File: src/rtl/ifetch_prefetch_queue_pkg.sv
// Shared constants for the instruction prefetch queue: datapath width,
// default depth, reset fetch address and the sequential PC step.
package ifetch_prefetch_queue_pkg;

   localparam int          XLEN_DEF     = 32;
   localparam int          DEPTH_DEF    = 4;
   localparam logic [31:0] RESET_PC_DEF = 32'h0000_0000;
   localparam int          PC_STEP      = 4;

endpackage

File: src/rtl/ifetch_prefetch_queue_if.sv
// Handshake bundle around the prefetch queue: redirect input, imem request and
// response channels, and the decode-side output channel.
interface ifetch_prefetch_queue_if #(
   parameter int XLEN  = ifetch_prefetch_queue_pkg::XLEN_DEF,
   parameter int DEPTH = ifetch_prefetch_queue_pkg::DEPTH_DEF
);
   import ifetch_prefetch_queue_pkg::*;

   localparam int CW = $clog2(DEPTH + 1);

   logic            redirect_valid;
   logic [XLEN-1:0] redirect_pc;
   logic            imem_req_valid;
   logic            imem_req_ready;
   logic [XLEN-1:0] imem_req_addr;
   logic            imem_rsp_valid;
   logic [XLEN-1:0] imem_rsp_data;
   logic            out_valid;
   logic            out_ready;
   logic [XLEN-1:0] out_pc;
   logic [XLEN-1:0] out_instr;
   logic [CW-1:0]   occupancy;

   modport master (
      input  redirect_valid, redirect_pc, imem_req_ready, imem_rsp_valid, imem_rsp_data, out_ready,
      output imem_req_valid, imem_req_addr, out_valid, out_pc, out_instr, occupancy
   );

   modport slave (
      output redirect_valid, redirect_pc, imem_req_ready, imem_rsp_valid, imem_rsp_data, out_ready,
      input  imem_req_valid, imem_req_addr, out_valid, out_pc, out_instr, occupancy
   );

endinterface

File: src/rtl/ifetch_prefetch_queue_fetch_fifo_ring.sv
// Ring buffer of {pc, instr} entries with push/pop and a synchronous clear that
// overrides both; storage is reset so the head reads as zero when empty.
module fetch_fifo_ring
   import ifetch_prefetch_queue_pkg::*;
#(
   parameter int W     = 2 * XLEN_DEF,
   parameter int DEPTH = DEPTH_DEF,
   localparam int AW   = $clog2(DEPTH),
   localparam int CW   = $clog2(DEPTH + 1)
) (
   input  logic          clk,
   input  logic          rst_n,
   input  logic          clear,
   input  logic          push,
   input  logic          pop,
   input  logic [W-1:0]  wdata,
   output logic [W-1:0]  rdata,
   output logic [CW-1:0] count
);

   logic [DEPTH-1:0][W-1:0] mem_q, mem_d;
   logic [AW-1:0]           wr_ptr_q, wr_ptr_d;
   logic [AW-1:0]           rd_ptr_q, rd_ptr_d;
   logic [CW-1:0]           count_q, count_d;

   always_comb begin
      mem_d    = mem_q;
      wr_ptr_d = wr_ptr_q;
      rd_ptr_d = rd_ptr_q;
      count_d  = count_q;
      if (clear) begin
         wr_ptr_d = '0;
         rd_ptr_d = '0;
         count_d  = '0;
      end else begin
         // DEPTH is a power of two, so pointer increment wraps naturally
         if (push) begin
            mem_d[wr_ptr_q] = wdata;
            wr_ptr_d        = wr_ptr_q + 1'b1;
         end
         if (pop) rd_ptr_d = rd_ptr_q + 1'b1;
         count_d = count_q + CW'(push) - CW'(pop);
      end
   end

   always_ff @(posedge clk or negedge rst_n) begin
      if (!rst_n) begin
         mem_q    <= '0;
         wr_ptr_q <= '0;
         rd_ptr_q <= '0;
         count_q  <= '0;
      end else begin
         mem_q    <= mem_d;
         wr_ptr_q <= wr_ptr_d;
         rd_ptr_q <= rd_ptr_d;
         count_q  <= count_d;
      end
   end

   assign rdata = mem_q[rd_ptr_q];
   assign count = count_q;

endmodule

File: src/rtl/ifetch_prefetch_queue.sv
// Instruction prefetch queue: credit-limited in-order imem fetch, response
// buffering with PCs, and redirect flush with stale-response dropping.
module ifetch_prefetch_queue
   import ifetch_prefetch_queue_pkg::*;
#(
   parameter int              XLEN     = XLEN_DEF,
   parameter int              DEPTH    = DEPTH_DEF,
   parameter logic [XLEN-1:0] RESET_PC = XLEN'(RESET_PC_DEF)
) (
   input logic                     clk,
   input logic                     rst_n,
   ifetch_prefetch_queue_if.master bus
);

   localparam int CW = $clog2(DEPTH + 1);
   localparam int SW = CW + 1;

   logic [XLEN-1:0]   fetch_pc_q, fetch_pc_d;
   logic [XLEN-1:0]   rsp_pc_q, rsp_pc_d;
   logic [CW-1:0]     inflight_q, inflight_d;
   logic [CW-1:0]     drop_cnt_q, drop_cnt_d;
   logic [CW-1:0]     count;
   logic [2*XLEN-1:0] head;
   logic [XLEN-1:0]   redir_pc;
   logic              credit_ok, req_fire, rsp_stale, push, pop;

   assign redir_pc  = {bus.redirect_pc[XLEN-1:2], 2'b00};
   assign credit_ok = (SW'(count) + SW'(inflight_q)) < SW'(DEPTH);

   // Gated by rst_n so the request stays low during reset yet rises in the
   // very first cycle after release.
   assign bus.imem_req_valid = rst_n && credit_ok && !bus.redirect_valid;
   assign bus.imem_req_addr  = fetch_pc_q;
   assign req_fire           = bus.imem_req_valid && bus.imem_req_ready;

   assign rsp_stale = drop_cnt_q != '0;
   assign push      = bus.imem_rsp_valid && !rsp_stale && !bus.redirect_valid;

   assign bus.out_valid = (count != '0) && !bus.redirect_valid;
   assign pop           = bus.out_valid && bus.out_ready;

   always_comb begin
      fetch_pc_d = fetch_pc_q;
      rsp_pc_d   = rsp_pc_q;
      drop_cnt_d = drop_cnt_q;
      inflight_d = inflight_q + CW'(req_fire) - CW'(bus.imem_rsp_valid);
      if (bus.redirect_valid) begin
         // Everything still outstanding after this cycle belongs to the old path
         fetch_pc_d = redir_pc;
         rsp_pc_d   = redir_pc;
         drop_cnt_d = inflight_q - CW'(bus.imem_rsp_valid);
      end else begin
         if (req_fire) fetch_pc_d = fetch_pc_q + XLEN'(PC_STEP);
         if (push)     rsp_pc_d   = rsp_pc_q + XLEN'(PC_STEP);
         if (bus.imem_rsp_valid && rsp_stale) drop_cnt_d = drop_cnt_q - 1'b1;
      end
   end

   always_ff @(posedge clk or negedge rst_n) begin
      if (!rst_n) begin
         fetch_pc_q <= RESET_PC;
         rsp_pc_q   <= RESET_PC;
         inflight_q <= '0;
         drop_cnt_q <= '0;
      end else begin
         fetch_pc_q <= fetch_pc_d;
         rsp_pc_q   <= rsp_pc_d;
         inflight_q <= inflight_d;
         drop_cnt_q <= drop_cnt_d;
      end
   end

   fetch_fifo_ring #(
      .W     (2 * XLEN),
      .DEPTH (DEPTH)
   ) u_fifo (
      .clk   (clk),
      .rst_n (rst_n),
      .clear (bus.redirect_valid),
      .push  (push),
      .pop   (pop),
      .wdata ({rsp_pc_q, bus.imem_rsp_data}),
      .rdata (head),
      .count (count)
   );

   assign bus.out_pc    = head[2*XLEN-1:XLEN];
   assign bus.out_instr = head[XLEN-1:0];
   assign bus.occupancy = count;

endmodule

File: src/flat_wrapper.sv
// flat-port wrapper written by rule: the top's interface ports become plain ports
module ifetch_prefetch_queue_flat import ifetch_prefetch_queue_pkg::*;
#(
   parameter int              XLEN     = XLEN_DEF,
   parameter int              DEPTH    = DEPTH_DEF,
   parameter logic [XLEN-1:0] RESET_PC = XLEN'(RESET_PC_DEF)
)
  (clk, rst_n, bus_redirect_valid, bus_redirect_pc, bus_imem_req_ready, bus_imem_rsp_valid, bus_imem_rsp_data, bus_out_ready, bus_imem_req_valid, bus_imem_req_addr, bus_out_valid, bus_out_pc, bus_out_instr, bus_occupancy);
  ifetch_prefetch_queue_if #(.XLEN(XLEN), .DEPTH(DEPTH)) bus_i ();
  input logic clk;
  input logic rst_n;
  input wire logic [$bits(bus_i.redirect_valid)-1:0] bus_redirect_valid;
  input wire logic [$bits(bus_i.redirect_pc)-1:0] bus_redirect_pc;
  input wire logic [$bits(bus_i.imem_req_ready)-1:0] bus_imem_req_ready;
  input wire logic [$bits(bus_i.imem_rsp_valid)-1:0] bus_imem_rsp_valid;
  input wire logic [$bits(bus_i.imem_rsp_data)-1:0] bus_imem_rsp_data;
  input wire logic [$bits(bus_i.out_ready)-1:0] bus_out_ready;
  output wire logic [$bits(bus_i.imem_req_valid)-1:0] bus_imem_req_valid;
  output wire logic [$bits(bus_i.imem_req_addr)-1:0] bus_imem_req_addr;
  output wire logic [$bits(bus_i.out_valid)-1:0] bus_out_valid;
  output wire logic [$bits(bus_i.out_pc)-1:0] bus_out_pc;
  output wire logic [$bits(bus_i.out_instr)-1:0] bus_out_instr;
  output wire logic [$bits(bus_i.occupancy)-1:0] bus_occupancy;
  assign bus_i.redirect_valid = bus_redirect_valid;
  assign bus_i.redirect_pc = bus_redirect_pc;
  assign bus_i.imem_req_ready = bus_imem_req_ready;
  assign bus_i.imem_rsp_valid = bus_imem_rsp_valid;
  assign bus_i.imem_rsp_data = bus_imem_rsp_data;
  assign bus_i.out_ready = bus_out_ready;
  assign bus_imem_req_valid = bus_i.imem_req_valid;
  assign bus_imem_req_addr = bus_i.imem_req_addr;
  assign bus_out_valid = bus_i.out_valid;
  assign bus_out_pc = bus_i.out_pc;
  assign bus_out_instr = bus_i.out_instr;
  assign bus_occupancy = bus_i.occupancy;
  ifetch_prefetch_queue #(.XLEN(XLEN), .DEPTH(DEPTH), .RESET_PC(RESET_PC)) u_core (.clk(clk), .rst_n(rst_n), .bus(bus_i));
endmodule
File: config.mk
export PLATFORM = sky130hd
export DESIGN_NAME = ifetch_prefetch_queue_flat
export DESIGN_NICKNAME = d
export VERILOG_FILES = /design/src/rtl/ifetch_prefetch_queue_pkg.sv /design/src/rtl/ifetch_prefetch_queue_if.sv /design/src/rtl/ifetch_prefetch_queue_fetch_fifo_ring.sv /design/src/rtl/ifetch_prefetch_queue.sv /design/src/flat_wrapper.sv
export SDC_FILE = /design/constraint.sdc
export NUM_CORES = 1
export LEC_CHECK = 0
export ABC_CLOCK_PERIOD_IN_PS = 2900
export BUFFER_PORTS_ARGS = -buffer_cell sky130_fd_sc_hd__buf_2
export CORE_ASPECT_RATIO = 1.25
export CORE_UTILIZATION = 45
export DETAILED_ROUTE_END_ITERATION = 10
export PLACE_DENSITY = 0.66
export SYNTH_ARGS = -nofsm -noshare
export SYNTH_HDL_FRONTEND = slang
export SYNTH_HIERARCHICAL = 1
export SYNTH_SLANG_ARGS = --single-unit
File: constraint.sdc
create_clock -name clk -period 2.9 [get_ports clk]
set_clock_uncertainty 0.1 [all_clocks]
set_input_delay 0.58 -clock clk [delete_from_list [all_inputs] [get_ports clk]]
set_output_delay 0.58 -clock clk [all_outputs]
set_load 0.005 [all_outputs]
== After elaboration in Yosys (flattened, before gate mapping) ==
Cells that the tools add are included.

* Bitwise operators: 1
* Reduce and logical (&&, ||, !) cells: 18
* Add/sub/neg operators: 11
* Order comparisons: 4
* Muxes and demuxes: 16

{| class="wikitable"
|+ Operator list
! kind !! number
|-
| 256-bit bitwise mux || 1
|-
| 64-bit binary-select mux with 2-bit select || 1
|-
| 64-bit demux with 2-bit select || 1
|-
| 32-bit 2-to-1 mux || 4
|-
| 64-bit 2-to-1 mux || 2
|-
| 32-bit by 3-bit adder with 32-bit output, second input constant || 2
|-
| 1-bit logical AND || 9
|-
| 3-bit 2-to-1 mux || 3
|-
| 3-bit by 1-bit subtractor with 3-bit output || 3
|-
| 2-bit 2-to-1 mux || 4
|-
| 2-bit nonzero test || 4
|-
| 3-bit by 1-bit adder with 3-bit output || 2
|-
| 2-bit by 3-bit < comparator with 1-bit output, second input constant || 2
|-
| 3-bit nonzero test || 2
|-
| 2-bit by 1-bit adder with 2-bit output, second input constant || 2
|-
| 3-bit by 3-bit adder with 4-bit output || 1
|-
| 4-bit by 3-bit < comparator with 1-bit output, second input constant || 1
|-
| 3-bit by 1-bit subtractor with 3-bit output, second input constant || 1
|-
| 2-bit by 1-bit greater-or-equal comparator with 1-bit output, second input constant || 1
|-
| 1-bit zero test || 2
|-
| 2-bit AND reduction || 1
|-
| 1-bit inverter || 1
|}

* Input bits: 70
* Bits in registers: 333
* Word-level logic and storage cells: 61

== Longest topological paths before layout ==
Gate-level depths: netlist of run 1.

* Depth in word-level cells: 7
* Depth in mapped cells: 11
* Mapped depth without buffers: 10

== Modules after synthesis ==
Netlist of run 1, hierarchy kept.

{| class="wikitable"
|+ Modules (own cells, without submodules)
! module !! sequential area each (sq um) !! area each (sq um) !! cells an instance !! instances
|-
| fetch_fifo_ring || 6581.3 || 12560.8 || 657 || 1
|-
| ifetch_prefetch_queue || 1651.6 || 3881.2 || 422 || 1
|}

== Worst setup path after synthesis of run 1 ==
No wires, ideal clock.

* Path type: reg2reg
* From: register u_core.u_fifo.count_q[2], in the netlist u_core/u_fifo/count[2]
* To: register u_core.inflight_q[2]
* Stages on the path, launching flop included: 12
* Path buffers: 1
* Path slack: 0.101 ns
* Arrival time: 2.576 ns
* Data required time: 2.676 ns
* Cell sequence: dfrtp_1 ha_1 nor4_1 and4_1 inv_2 buf_1 ha_1 inv_1 ha_1 fa_1 xnor2_1 xnor2_1

* Cells in the longest elaborated chain, start to end: 7

{| class="wikitable"
|+ RTL lines
! item !! line !! RTL
|-
| start, declared || ifetch_prefetch_queue_fetch_fifo_ring.sv:24 || <nowiki>logic [CW-1:0] count_q, count_d;</nowiki>
|-
| start signal, assigned || ifetch_prefetch_queue_fetch_fifo_ring.sv:56 || <nowiki>count_q <= count_d;</nowiki>
|-
| 3-bit by 3-bit adder with 4-bit output || ifetch_prefetch_queue.sv:28 || <nowiki>assign credit_ok = (SW'(count) + SW'(inflight_q)) < SW'(DEPTH);</nowiki>
|-
| 4-bit by 3-bit < comparator with 1-bit output || ifetch_prefetch_queue.sv:28 ||
|-
| 1-bit logical AND (2 in a row) || ifetch_prefetch_queue.sv:32 || <nowiki>assign bus.imem_req_valid = rst_n && credit_ok && !bus.redirect_valid;</nowiki>
|-
| 1-bit logical AND || ifetch_prefetch_queue.sv:34 || <nowiki>assign req_fire = bus.imem_req_valid && bus.imem_req_ready;</nowiki>
|-
| 3-bit by 1-bit adder with 3-bit output || ifetch_prefetch_queue.sv:46 || <nowiki>inflight_d = inflight_q + CW'(req_fire) - CW'(bus.imem_rsp_valid);</nowiki>
|-
| 3-bit by 1-bit subtractor with 3-bit output || ifetch_prefetch_queue.sv:46 ||
|-
| via u_core.inflight_d[2] || ifetch_prefetch_queue.sv:20 || <nowiki>logic [CW-1:0] inflight_q, inflight_d;</nowiki>
|-
| end signal, assigned || ifetch_prefetch_queue.sv:68 || <nowiki>inflight_q <= inflight_d;</nowiki>
|-
| end, declared || ifetch_prefetch_queue.sv:20 ||
|}

The timed path passes the listed nets, and every way through them passes these cells.
A chain may end at the register's enable or synchronous reset.

== Worst setup path in the final report of run 1 ==
* From: register u_core.u_fifo.rd_ptr_q[1]
* To: output bus_out_instr[3]

* Cells in the longest elaborated chain, start to end: 2

{| class="wikitable"
|+ RTL lines
! item !! line !! RTL
|-
| start, declared || ifetch_prefetch_queue_fetch_fifo_ring.sv:23 || <nowiki>logic [AW-1:0] rd_ptr_q, rd_ptr_d;</nowiki>
|-
| start signal, assigned || ifetch_prefetch_queue_fetch_fifo_ring.sv:55 || <nowiki>rd_ptr_q <= rd_ptr_d;</nowiki>
|-
| 64-bit binary-select mux with 2-bit select || ifetch_prefetch_queue_fetch_fifo_ring.sv:60 || <nowiki>assign rdata = mem_q[rd_ptr_q];</nowiki>
|-
| 64-bit 2-to-1 mux (not written as such) || ifetch_prefetch_queue_fetch_fifo_ring.sv:60 ||
|-
| end, declared || flat_wrapper.sv:22 || <nowiki>output wire logic [$bits(bus_i.out_instr)-1:0] bus_out_instr;</nowiki>
|}

Every way passes these cells. The select of a mux whose other input is x is not followed.

==> flow_metrics.env, run 1 <==
export IMPL_switching_share_pct=26.5
export IMPL_via_per_inst=5.42
export IMPL_antenna_found_initial=2
export IMPL_synth_warnings=6
export IMPL_path_class="flop to primary output"
export IMPL_syn_avg_cell_area_sq_um=15.2
export IMPL_grt_pass1_vias=10400
export IMPL_antenna_cells=0
export IMPL_slew_headroom_pct=41.8
export IMPL_wl_per_cell_um=20.6
export IMPL_die_y_um=216
export IMPL_hpwl_um=23300
export IMPL_hp_start="bus_redirect_pc[5]"
export IMPL_p_seq_share_pct=42.0
export IMPL_synth_edf_count=0
export IMPL_combinationalPowerShare_pct=23.9
export IMPL_finalMaxSlewViolations=0
export IMPL_status="finished clean"
export IMPL_hold_violations=0
export IMPL_fin_setup_tns_ps=0
export IMPL_area_growth_synth_to_final_pct=15.5
export IMPL_cp_data_required_time_ps=2220
export IMPL_placed_area_sq_um=17700
export IMPL_crit_path_cell_trace="buf_12, mux4_2, buf_2"
export IMPL_worst_path_max_delay_cell="dfrtp_4"
export IMPL_clk_pin_slew_worst_paths_ps=60
export IMPL_grt_pass1_wl_um=58900
export IMPL_cts_sinks=329
export IMPL_rows=77
export IMPL_drc=0
export IMPL_cts_tree="done"
export IMPL_grt_usage_pct=19.9
export IMPL_cpPeakStageDelay_ps=760
export IMPL_wirelength_um=36100
export IMPL_crit_fanout=29
export IMPL_htree_num_levels=2
export IMPL_drtAntennaViolNets=0
export IMPL_synth_ff_latch_count=329
export IMPL_cp_arrival_ps=2100
export IMPL_intPower_mw=10.3
export IMPL_powerDensity_nw_per_um2=737
export IMPL_port_buffer_count=166
export IMPL_tightest_slew_ps=872
export IMPL_clock_root_buffer="clkbuf_16"
export IMPL_clockBufferDepth=3
export IMPL_gr_total_overflow=0
export IMPL_synthArstFlopShare_pct=100
export IMPL_r2r_start="u_core/u_fifo/count[2]$_DFF_PN0_"
export IMPL_gp_congestion=0.840
export IMPL_ioPinCount=171
export IMPL_cts_resized=0
export IMPL_final_cell_area_sq_um=19000
export IMPL_syn_cell_area_sq_um=16400
export IMPL_max_freq_mhz=360
export IMPL_final_nets=1344
export IMPL_dr_total_vias=9511
export IMPL_drive_above_1_share_pct=47.0
export IMPL_p_sw_mw=3.71
export IMPL_p_clk_share_pct=34.1
export IMPL_startpoint="u_core/u_fifo/rd_ptr_q[1]$_DFFE_PN0P_"
export IMPL_endpoint_kind="primary output"
export IMPL_synth_ff_type="dfrtp_1"
export IMPL_initial_core_util_pct=46.1
export IMPL_firstDrtPassIters=5
export IMPL_ys_types=55
export IMPL_cts_inserted_buffers=37
export IMPL_first_iter_violations=539
export IMPL_final_common_cell="dfrtp_1"
export IMPL_clock_latency_ps=520
export IMPL_mostFrequentLayoutCells="327 x dfrtp_1, 240 x mux2_4, 165 x buf_2"
export IMPL_period_needed_ps=2780
export IMPL_cap_viol_max_count=0
export IMPL_ys_seq_area_share_pct=50.1
export IMPL_finalSetupViolCount=0
export IMPL_core_sq_um=35600
export IMPL_netlist_instances=1079
export IMPL_die_w_um=173
export IMPL_worstHoldPathType="input port to flop"
export IMPL_peakVddDrop_mv=0.388
export IMPL_die_area_sq_um=37300
export IMPL_cellLeakagePower_nw=9.56
export IMPL_rsz0062_at_grt="false"
export IMPL_startpoint_type="flop"
export IMPL_period_share_pct=95.9
export IMPL_grt_max_degree=167
layout make-up:
class | instances | area [sq um]
fill | 2974 | 16600
sequential | 329 | 8240
multi-input combinational | 668 | 7560
timing repair buffer | 196 | 1270
clock buffer | 53 | 1080
tap | 474 | 593
clock inverter | 11 | 166
inverter | 24 | 90.1
critical path, delay by kind of cell (launching register included):
kind     cells  cell delay (ps)
buf+inv      2              440
mux          1              360
flops        1              760
logic make-up (layout without fill, tap and decap cells):
family	count (synthesis)	in the layout	share of synthesized area, %
fa+ha+maj	18	18	1.46
flops	329	329	50.1
simple gates	189	189	6.36
xor+xnor	44	44	2.43
compound gates	72	72	2.73
buf+inv	91	284	4.14
mux	335	335	32.8
other cells	1	10	0.0228
flip-flops by register name (all words and copies together), names as in the netlist:
register	flops
u_core/drop_cnt_q	3
u_core/u_fifo/mem_q	256
u_core/u_fifo/wr_ptr_q	2
u_core/u_fifo/count	3
u_core/rsp_pc_q	30
u_core/bus.imem_req_addr	30
u_core/u_fifo/rd_ptr_q	2
u_core/inflight_q	3
power by group through the flow:
| stage | clock [mW] | combinational (mW) | sequential [mW] |
|---|---|---|---|
| 2_1_floorplan | 0 | 2.32 | 5.74 |
| 3_3_place_gp | 0 | 3.33 | 5.89 |
| 3_5_place_dp | 0 | 3.41 | 5.92 |
| 4_1_cts | 4.91 | 3.42 | 5.87 |
| 5_1_grt | 5.09 | 3.65 | 5.96 |
| 6_report | 4.77 | 3.35 | 5.87 |
path summary, 6_finish.rpt:
path / endpoint / slack (ps) / cells after the start
max: bus_out_instr[3] / 120 / 3
min: u_core/bus.imem_req_addr[5]$_DFFE_PN0P_ / 220 / 2
max reg2reg: u_core/inflight_q[2]$_DFF_PN0_ / 200 / 10
min reg2reg: u_core/u_fifo/mem_q[130]$_DFFE_PN0P_ / 400 / 1
max in group asynchronous: u_core/u_fifo/rd_ptr_q[1]$_DFFE_PN0P_ / 910 / 4
min in group asynchronous: u_core/u_fifo/mem_q[3]$_DFFE_PN0P_ / 590 / 3
Yosys cell counts, types with 3 or more instances:
cell type / number / area (sq um)
a21oi_1: 12 / 60.1
mux2i_1: 3 / 30.0
nand3b_1: 3 / 22.5
buf_2: 7 / 35.0
mux2_2: 28 / 315
buf_4: 6 / 45.0
nand4_1: 11 / 68.8
nor3_1: 13 / 65.1
and3_1: 7 / 43.8
or4_4: 3 / 33.8
o311ai_0: 3 / 26.3
o211ai_1: 15 / 113
nor4_1: 7 / 43.8
o21ai_1: 4 / 20.0
nand3_1: 24 / 120
buf_6: 33 / 372
nand3b_4: 4 / 80.1
clkbuf_1: 13 / 48.8
and4_1: 7 / 61.3
ha_1: 16 / 200
buf_1: 4 / 15.0
mux2_4: 240 / 3600
o21ai_0: 23 / 115
a31oi_1: 5 / 31.3
nand2_1: 59 / 221
mux4_2: 64 / 1440
buf_12: 3 / 60.1
dfrtp_1: 329 / 8230
inv_1: 23 / 86.3
xnor2_1: 30 / 263
nor2_1: 34 / 128
xor2_1: 13 / 114
or3_1: 4 / 25.0
metal layers:
metal	wire length, um	GRT usage (%)
met5	10	0
met4	771	5.63
met3	1520	3.37
met2	16900	31.5
met1	16900	28.3
timing repair:
item / CTS / global route
endpoints found under the hold margin: 14 / 0
setup buffers: 0 / 0
hold buffers: 1 / 0
metrics by stage:
stage / setup slack (ps) / power (mW) / hold WS (ps) / instances / utilization (%)
after detailed placement: 159 / 9.33 / 387 / 1690 / 49.8
after global placement: 257 / 9.23 / 383 / 1690 / 49.8
final: 119 / 14.0 / 215 / 1755 / 53.3
after CTS: 64.4 / 14.2 / 194 / 1755 / 53.3
after global routing: 45.7 / 14.7 / 205 / 1755 / 53.3
after floorplan: 101 / 8.06 / 184 / 1088 / -
Power figures use the tool's default switching activity.
==> run 2, diff against run 1 <==
ABC_CLOCK_PERIOD_IN_PS = 2350   (was 2900)
clock period = 2.35 ns   (was 2.9 ns; I/O delays follow)
==> flow_metrics.env, run 2 (synthesis gave the netlist of run 1 again) <==
export IMPL_status="finished with violations"
export IMPL_violations="setup timing"
export IMPL_ioPinCount=171
export IMPL_clockBufferDepth=3
export IMPL_cellLeakagePower_nw=9.93
export IMPL_largest_register_ffs=256
export IMPL_crit_fanout=7
export IMPL_cap_viol_max_count=0
export IMPL_cp_arrival_ps=2010
export IMPL_gr_total_overflow=0
export IMPL_worstHoldPathType="input port to flop"
export IMPL_cp_data_required_time_ps=1780
export IMPL_cts_inserted_buffers=36
export IMPL_drive_above_1_share_pct=50.4
export IMPL_finalMaxSlewViolations=0
export IMPL_top_register="u_core/u_fifo/mem_q"
export IMPL_wirelength_um=37100
export IMPL_hpwl_um=23300
export IMPL_mostFrequentLayoutCells="327 x dfrtp_1, 240 x mux2_4, 151 x buf_2"
export IMPL_startpoint_type="flop"
export IMPL_initial_core_util_pct=46.1
export IMPL_multi_input_area_sq_um=7670
export IMPL_clock_latency_ps=530
export IMPL_core_sq_um=35600
export IMPL_powerDensity_nw_per_um2=900
export IMPL_slew_headroom_pct=57.4
export IMPL_post_place_cells=1728
export IMPL_wl_per_cell_um=20.6
export IMPL_tightest_slew_ps=638
export IMPL_drtAntennaViolNets=0
export IMPL_die_w_um=173
export IMPL_peakVddDrop_mv=0.516
export IMPL_power_mw=17.8
export IMPL_path_class="flop to primary output"
export IMPL_regArea_sq_um=8240
export IMPL_hold_violations=0
export IMPL_firstDrtPassIters=4
export IMPL_num_fill_cells=2844
export IMPL_dr_total_vias=9723
export IMPL_gp_congestion=0.842
export IMPL_finalSetupViolCount=65
export IMPL_final_common_cell="dfrtp_1"
export IMPL_die_area_sq_um=37300
export IMPL_grt_pass1_wl_um=60800
export IMPL_grt_max_degree=117
export IMPL_rows=77
export IMPL_cts_sinks=329
export IMPL_period_needed_ps=2580
export IMPL_holdWs_ps=95.7
export IMPL_via_per_inst=5.38
export IMPL_first_iter_violations=508
export IMPL_port_buffer_count=166
export IMPL_max_freq_mhz=388
export IMPL_cts_tree="done"
export IMPL_rsz0062_at_grt="true"
export IMPL_period_share_pct=110
export IMPL_grt_pass1_vias=10600
export IMPL_layout_cells_non_filler=1806
export IMPL_antenna_found_initial=0
export IMPL_area_growth_synth_to_final_pct=20.5
export IMPL_final_nets=1395
export IMPL_setup_slack_ps=-225
export IMPL_clock_root_buffer="clkbuf_16"
export IMPL_drc=0
export IMPL_die_y_um=216
export IMPL_grt_usage_pct=20.5
export IMPL_clk_pin_slew_worst_paths_ps=60
export IMPL_endpoint_kind="primary output"
export IMPL_htree_num_levels=2
export IMPL_antenna_cells=0
run 2: changes by cell type in the layout (fill, tap and decap cells not counted), sizes merged:
cell,delta
buf,+48
clkinv,+4
clkinvlp,-3
inv,+2
bufinv,-1
clkbuf,+1
run 2: worst max-delay path, cell delays in order, from the launching register on:
cell and delay [ps]:
dfrtp_4 450, buf_12 170, buf_16 150, mux4_2 540, buf_2 150
run 2: area by class of cell:
| cell class | instances | area share, % |
|---|---|---|
| timing repair buffer | 248 | 10.2 |
| inverter | 24 | 0.455 |
| tap | 474 | 2.99 |
| clock buffer | 50 | 5.27 |
| sequential | 329 | 41.6 |
| multi-input combinational | 668 | 38.7 |
| clock inverter | 13 | 0.745 |
run 2: what timing repair did:
item | 4_1_cts | 5_1_grt
pin swaps | 5 | 10
endpoints found under the setup margin | 75 | 97
buffers inserted | 9 | 1
endpoints found under the hold margin | 100 | 0
resized for setup | 17 | 29
hold buffers | 1 | 0
gates cloned | 4 | 4
run 2: power by group:
part | internal, mW | switching (mW) | leakage, nW | total, mW
Combinational | 3.05 | 1.85 | 4.97 | 4.91
Clock | 3.44 | 2.32 | 0.596 | 5.76
Sequential | 6.55 | 0.619 | 4.36 | 7.16
Total | 13.0 | 4.79 | 9.93 | 17.8
run 2: through the flow:
step	area (sq um)	utilization [%]	setup WS [ps]	TNS [ps]
2_1_floorplan	16500	-	-285	-436
3_3_place_gp	18100	50.9	-184	-655
3_5_place_dp	18100	50.9	-222	-853
4_1_cts	19600	55.0	-267	-13220
5_1_grt	19800	55.6	-266	-14580
6_report	19800	55.6	-225	-10300
run 2: path summary, 6_finish.rpt:
path | start | endpoint | slack (ps) | depth (start not counted)
hold reg to reg | u_core/u_fifo/mem_q[128]$_DFFE_PN0P_ | u_core/u_fifo/mem_q[128]$_DFFE_PN0P_ | 400 | 1
max in group asynchronous | rst_n | u_core/u_fifo/mem_q[231]$_DFFE_PN0P_ | 540 | 4
hold / removal | bus_redirect_pc[7] | u_core/rsp_pc_q[7]$_DFFE_PN0N_ | 100 | 2
setup / recovery | u_core/u_fifo/rd_ptr_q[0]$_DFFE_PN0P_ | bus_out_pc[13] | -230 | 4
setup reg to reg | u_core/inflight_q[2]$_DFF_PN0_ | u_core/inflight_q[2]$_DFF_PN0_ | -180 | 10
min in group asynchronous | rst_n | u_core/rsp_pc_q[27]$_DFFE_PN0N_ | 570 | 3
run 2: routing by layer:
metal	wire [um]	share of wire [%]	vias to the layer above	track usage, %
met5	0	0	-	0
met4	725	2.0	0	6.25
met3	1740	4.7	48	3.26
met2	17500	47	256	32.5
met1	17100	46	5037	29.0
li1	-	-	4382	-
==> run 3, diff against run 2 <==
ABC_AREA = 1   (was default)
SETUP_SLACK_MARGIN = 0.02   (was default)
==> flow_metrics.env, run 3 <==
export IMPL_slew_headroom_pct=40.4
export IMPL_max_freq_mhz=423
export IMPL_cts_sinks=329
export IMPL_syn_avg_cell_area_sq_um=7.84
export IMPL_die_area_sq_um=37700
export IMPL_grt_usage_pct=22.4
export IMPL_area_growth_synth_to_final_pct=16.6
export IMPL_worstSetupEndpoint="bus_out_instr[30]"
export IMPL_ys_top_cells_by_count="703 x nand2_1, 329 x dfrtp_1, 279 x inv_1, 279 x o21ai_0, 143 x o211ai_1"
export IMPL_via_per_inst=5.09
export IMPL_die_y_um=217
export IMPL_hpwl_um=26300
export IMPL_powerDensity_nw_per_um2=898
export IMPL_cp_data_required_time_ps=1780
export IMPL_path_class="flop to primary output"
export IMPL_wirelength_um=42100
export IMPL_combinationalPowerShare_pct=27.9
export IMPL_switching_share_pct=33.1
export IMPL_final_cell_area_sq_um=19400
export IMPL_ff2ff_setup_slack_ps=0
export IMPL_cts_inserted_buffers=35
export IMPL_largest_register_ffs=256
export IMPL_power_mw=17.4
export IMPL_cellLeakagePower_nw=10.1
export IMPL_netlist_top_cells_area="dfrtp_1 50%, nand2_1 16%, o21ai_0 8.4%"
export IMPL_crit_cells=6
export IMPL_r2r_end="u_core/inflight_q[2]$_DFF_PN0_"
export IMPL_synth_warnings=6
export IMPL_clk_pin_slew_worst_paths_ps=60
export IMPL_synth_area_leader_cell="dfrtp_1"
export IMPL_cp_top_family="buffers and inverters"
export IMPL_worst_path_max_delay_cell="dfrtp_2"
export IMPL_crit_fanout=44
export IMPL_violations="setup timing"
export IMPL_htree_num_levels=2
export IMPL_port_buffer_count=166
export IMPL_antenna_found_initial=1
export IMPL_p_seq_share_pct=41.4
export IMPL_clock_root_buffer="clkbuf_16"
export IMPL_tightest_slew_ps=894
export IMPL_gp_congestion=0.850
export IMPL_grt_pass1_wl_um=68500
export IMPL_rsz0062_at_grt="true"
export IMPL_reg2reg_depth=11
export IMPL_initial_core_util_pct=45.8
export IMPL_endpoint_kind="primary output"
export IMPL_finalSetupViolCount=3
export IMPL_layout_cells_non_filler=2765
export IMPL_final_core_util_pct=53.4
export IMPL_cp_arrival_ps=1790
export IMPL_period_needed_ps=2360
export IMPL_num_fill_cells=3458
export IMPL_netlist_area_leader_share_pct=49.5
export IMPL_grt_max_degree=164
export IMPL_dr_total_vias=14100
export IMPL_die_w_um=174
export IMPL_final_common_cell="nand2_1"
export IMPL_netlist_instances=2119
export IMPL_clock_latency_ps=520
export IMPL_startpoint_type="flop"
export IMPL_rows=78
export IMPL_synth_most_common_cell="nand2_1"
export IMPL_p_clk_share_pct=30.8
export IMPL_synth_ff_type="dfrtp_1"
export IMPL_final_nets=2347
export IMPL_cap_viol_max_count=0
export IMPL_holdWs_ps=117
export IMPL_synth_ff_latch_count=329
export IMPL_peakVddDrop_mv=0.499
export IMPL_first_iter_violations=1044
export IMPL_hold_violations=0
export IMPL_core_sq_um=36300
export IMPL_top_register="u_core/u_fifo/mem_q"
export IMPL_ioPinCount=171
export IMPL_wl_per_cell_um=15.2
export IMPL_crit_path_cell_trace="inv_16, buf_16, nand2_1, o211ai_1, nand2_1, buf_2"
export IMPL_synth_edf_count=0
export IMPL_syn_cell_area_sq_um=16600
export IMPL_critPathBufInv=3
export IMPL_ys_seq_area_share_pct=49.5
export IMPL_intPower_mw=11.6
export IMPL_post_place_cells=2692
export IMPL_cts_tree="done"
export IMPL_drc=0
export IMPL_clockBufferDepth=3
export IMPL_placed_area_sq_um=18000
export IMPL_startpoint="u_core/u_fifo/rd_ptr_q[0]$_DFFE_PN0P_"
export IMPL_synthArstFlopShare_pct=100
export IMPL_p_sw_mw=5.76
export IMPL_antenna_cells=0
export IMPL_drtAntennaViolNets=0
export IMPL_mostFrequentLayoutCells="693 x nand2_1, 326 x dfrtp_1, 279 x o21ai_0"
export IMPL_period_share_pct=101
export IMPL_r2r_start="u_core/u_fifo/count[2]$_DFF_PN0_"
export IMPL_cpPeakStageDelay_ps=480
export IMPL_grt_pass1_vias=13400
export IMPL_ys_types=39
export IMPL_finalMaxSlewViolations=0
export IMPL_status="finished with violations"
export IMPL_firstDrtPassIters=5
export IMPL_setup_slack_ps=-12.1
export IMPL_drive_above_1_share_pct=14.2
export IMPL_worstHoldPathType="input port to flop"
export IMPL_cpMostUsedCell="nand2_1"
export IMPL_gr_total_overflow=0
## run 3: power groups by stage
stage          Sequential, mW  Clock [mW]  Combinational [mW]
5_1_grt                  7.31        5.72                5.58
3_5_place_dp             7.27           0                4.68
3_3_place_gp             7.23           0                4.57
4_1_cts                  7.19        5.51                4.83
2_1_floorplan            7.11           0                2.93
6_report                 7.20        5.36                4.85
## run 3: cells by family after synthesis
| logic type | share of synthesized area (%) |
|---|---|
| buf+inv | 9.85 |
| fa+ha+maj | 1.45 |
| flops | 49.5 |
| compound gates | 16.1 |
| other cells | 0.0226 |
| xor+xnor | 1.84 |
| simple gates | 21.2 |
## run 3: worst register-to-register path: stages, from the launching register on
cell and delay (ps):
dfrtp_1 380, ha_1 290, nor2_1 100, nand2_1 90, nor2_4 110, nand2_2 90, ha_4 270, inv_2 40
ha_4 140, fa_2 350, xnor2_2 150, xor2_1 140
## run 3: how the worst min path moves through the flow
stage                     slack [ps]                                 start                                       end  cells after the start
after global routing              90                   bus_redirect_pc[19]           u_core/rsp_pc_q[19]$_DFFE_PN0N_                      3
after floorplan                   70                                 rst_n  u_core/bus.imem_req_addr[10]$_DFFE_PN0P_                      0
after detailed placement         370  u_core/u_fifo/mem_q[181]$_DFFE_PN0P_      u_core/u_fifo/mem_q[181]$_DFFE_PN0P_                      2
after CTS                         90                   bus_redirect_pc[11]  u_core/bus.imem_req_addr[11]$_DFFE_PN0P_                      3
final                            120                   bus_redirect_pc[11]  u_core/bus.imem_req_addr[11]$_DFFE_PN0P_                      3
after global placement           370  u_core/u_fifo/mem_q[128]$_DFFE_PN0P_      u_core/u_fifo/mem_q[128]$_DFFE_PN0P_                      2
## run 3: through the flow
| stage | setup TNS, ps | worst slack (ps) |
|---|---|---|
| 2_1_floorplan | -119 | -119 |
| 3_3_place_gp | 0 | 4.88 |
| 3_5_place_dp | 0 | 2.16 |
| 4_1_cts | -485 | -41.1 |
| 5_1_grt | -3910 | -115 |
| 6_report | -16.6 | -12.1 |
## run 3: timing repair
action / 4_1_cts / 5_1_grt
cloned: 3 / 2
buffers inserted: 3 / 1
hold buffers: 1 / 0
endpoints found under the setup margin: 64 / 263
pin swaps: 1 / 4
endpoints found under the hold margin: 21 / 0
resized for setup: 17 / 13
## run 3: cell type report
class,instances,area [sq um],share of cell area [%]
Clock buffer,46,977,5.04
Clock inverter,17,130,0.671
Inverter,284,1090,5.62
Multi-Input combinational cell,1395,6860,35.4
Sequential cell,329,8240,42.5
Tap cell,480,601,3.10
Timing Repair Buffer,212,1470,7.57
Timing Repair inverter,2,20.0,0.103
## run 3: metal layers
layer | up-vias | global-route usage, % | part of all wire [%]
li1 | 7026 | - | -
met1 | 6638 | 29.3 | 45
met2 | 347 | 38.6 | 48
met3 | 60 | 3.25 | 4.4
met4 | 2 | 6.32 | 2.1
met5 | - | 0 | 0.031
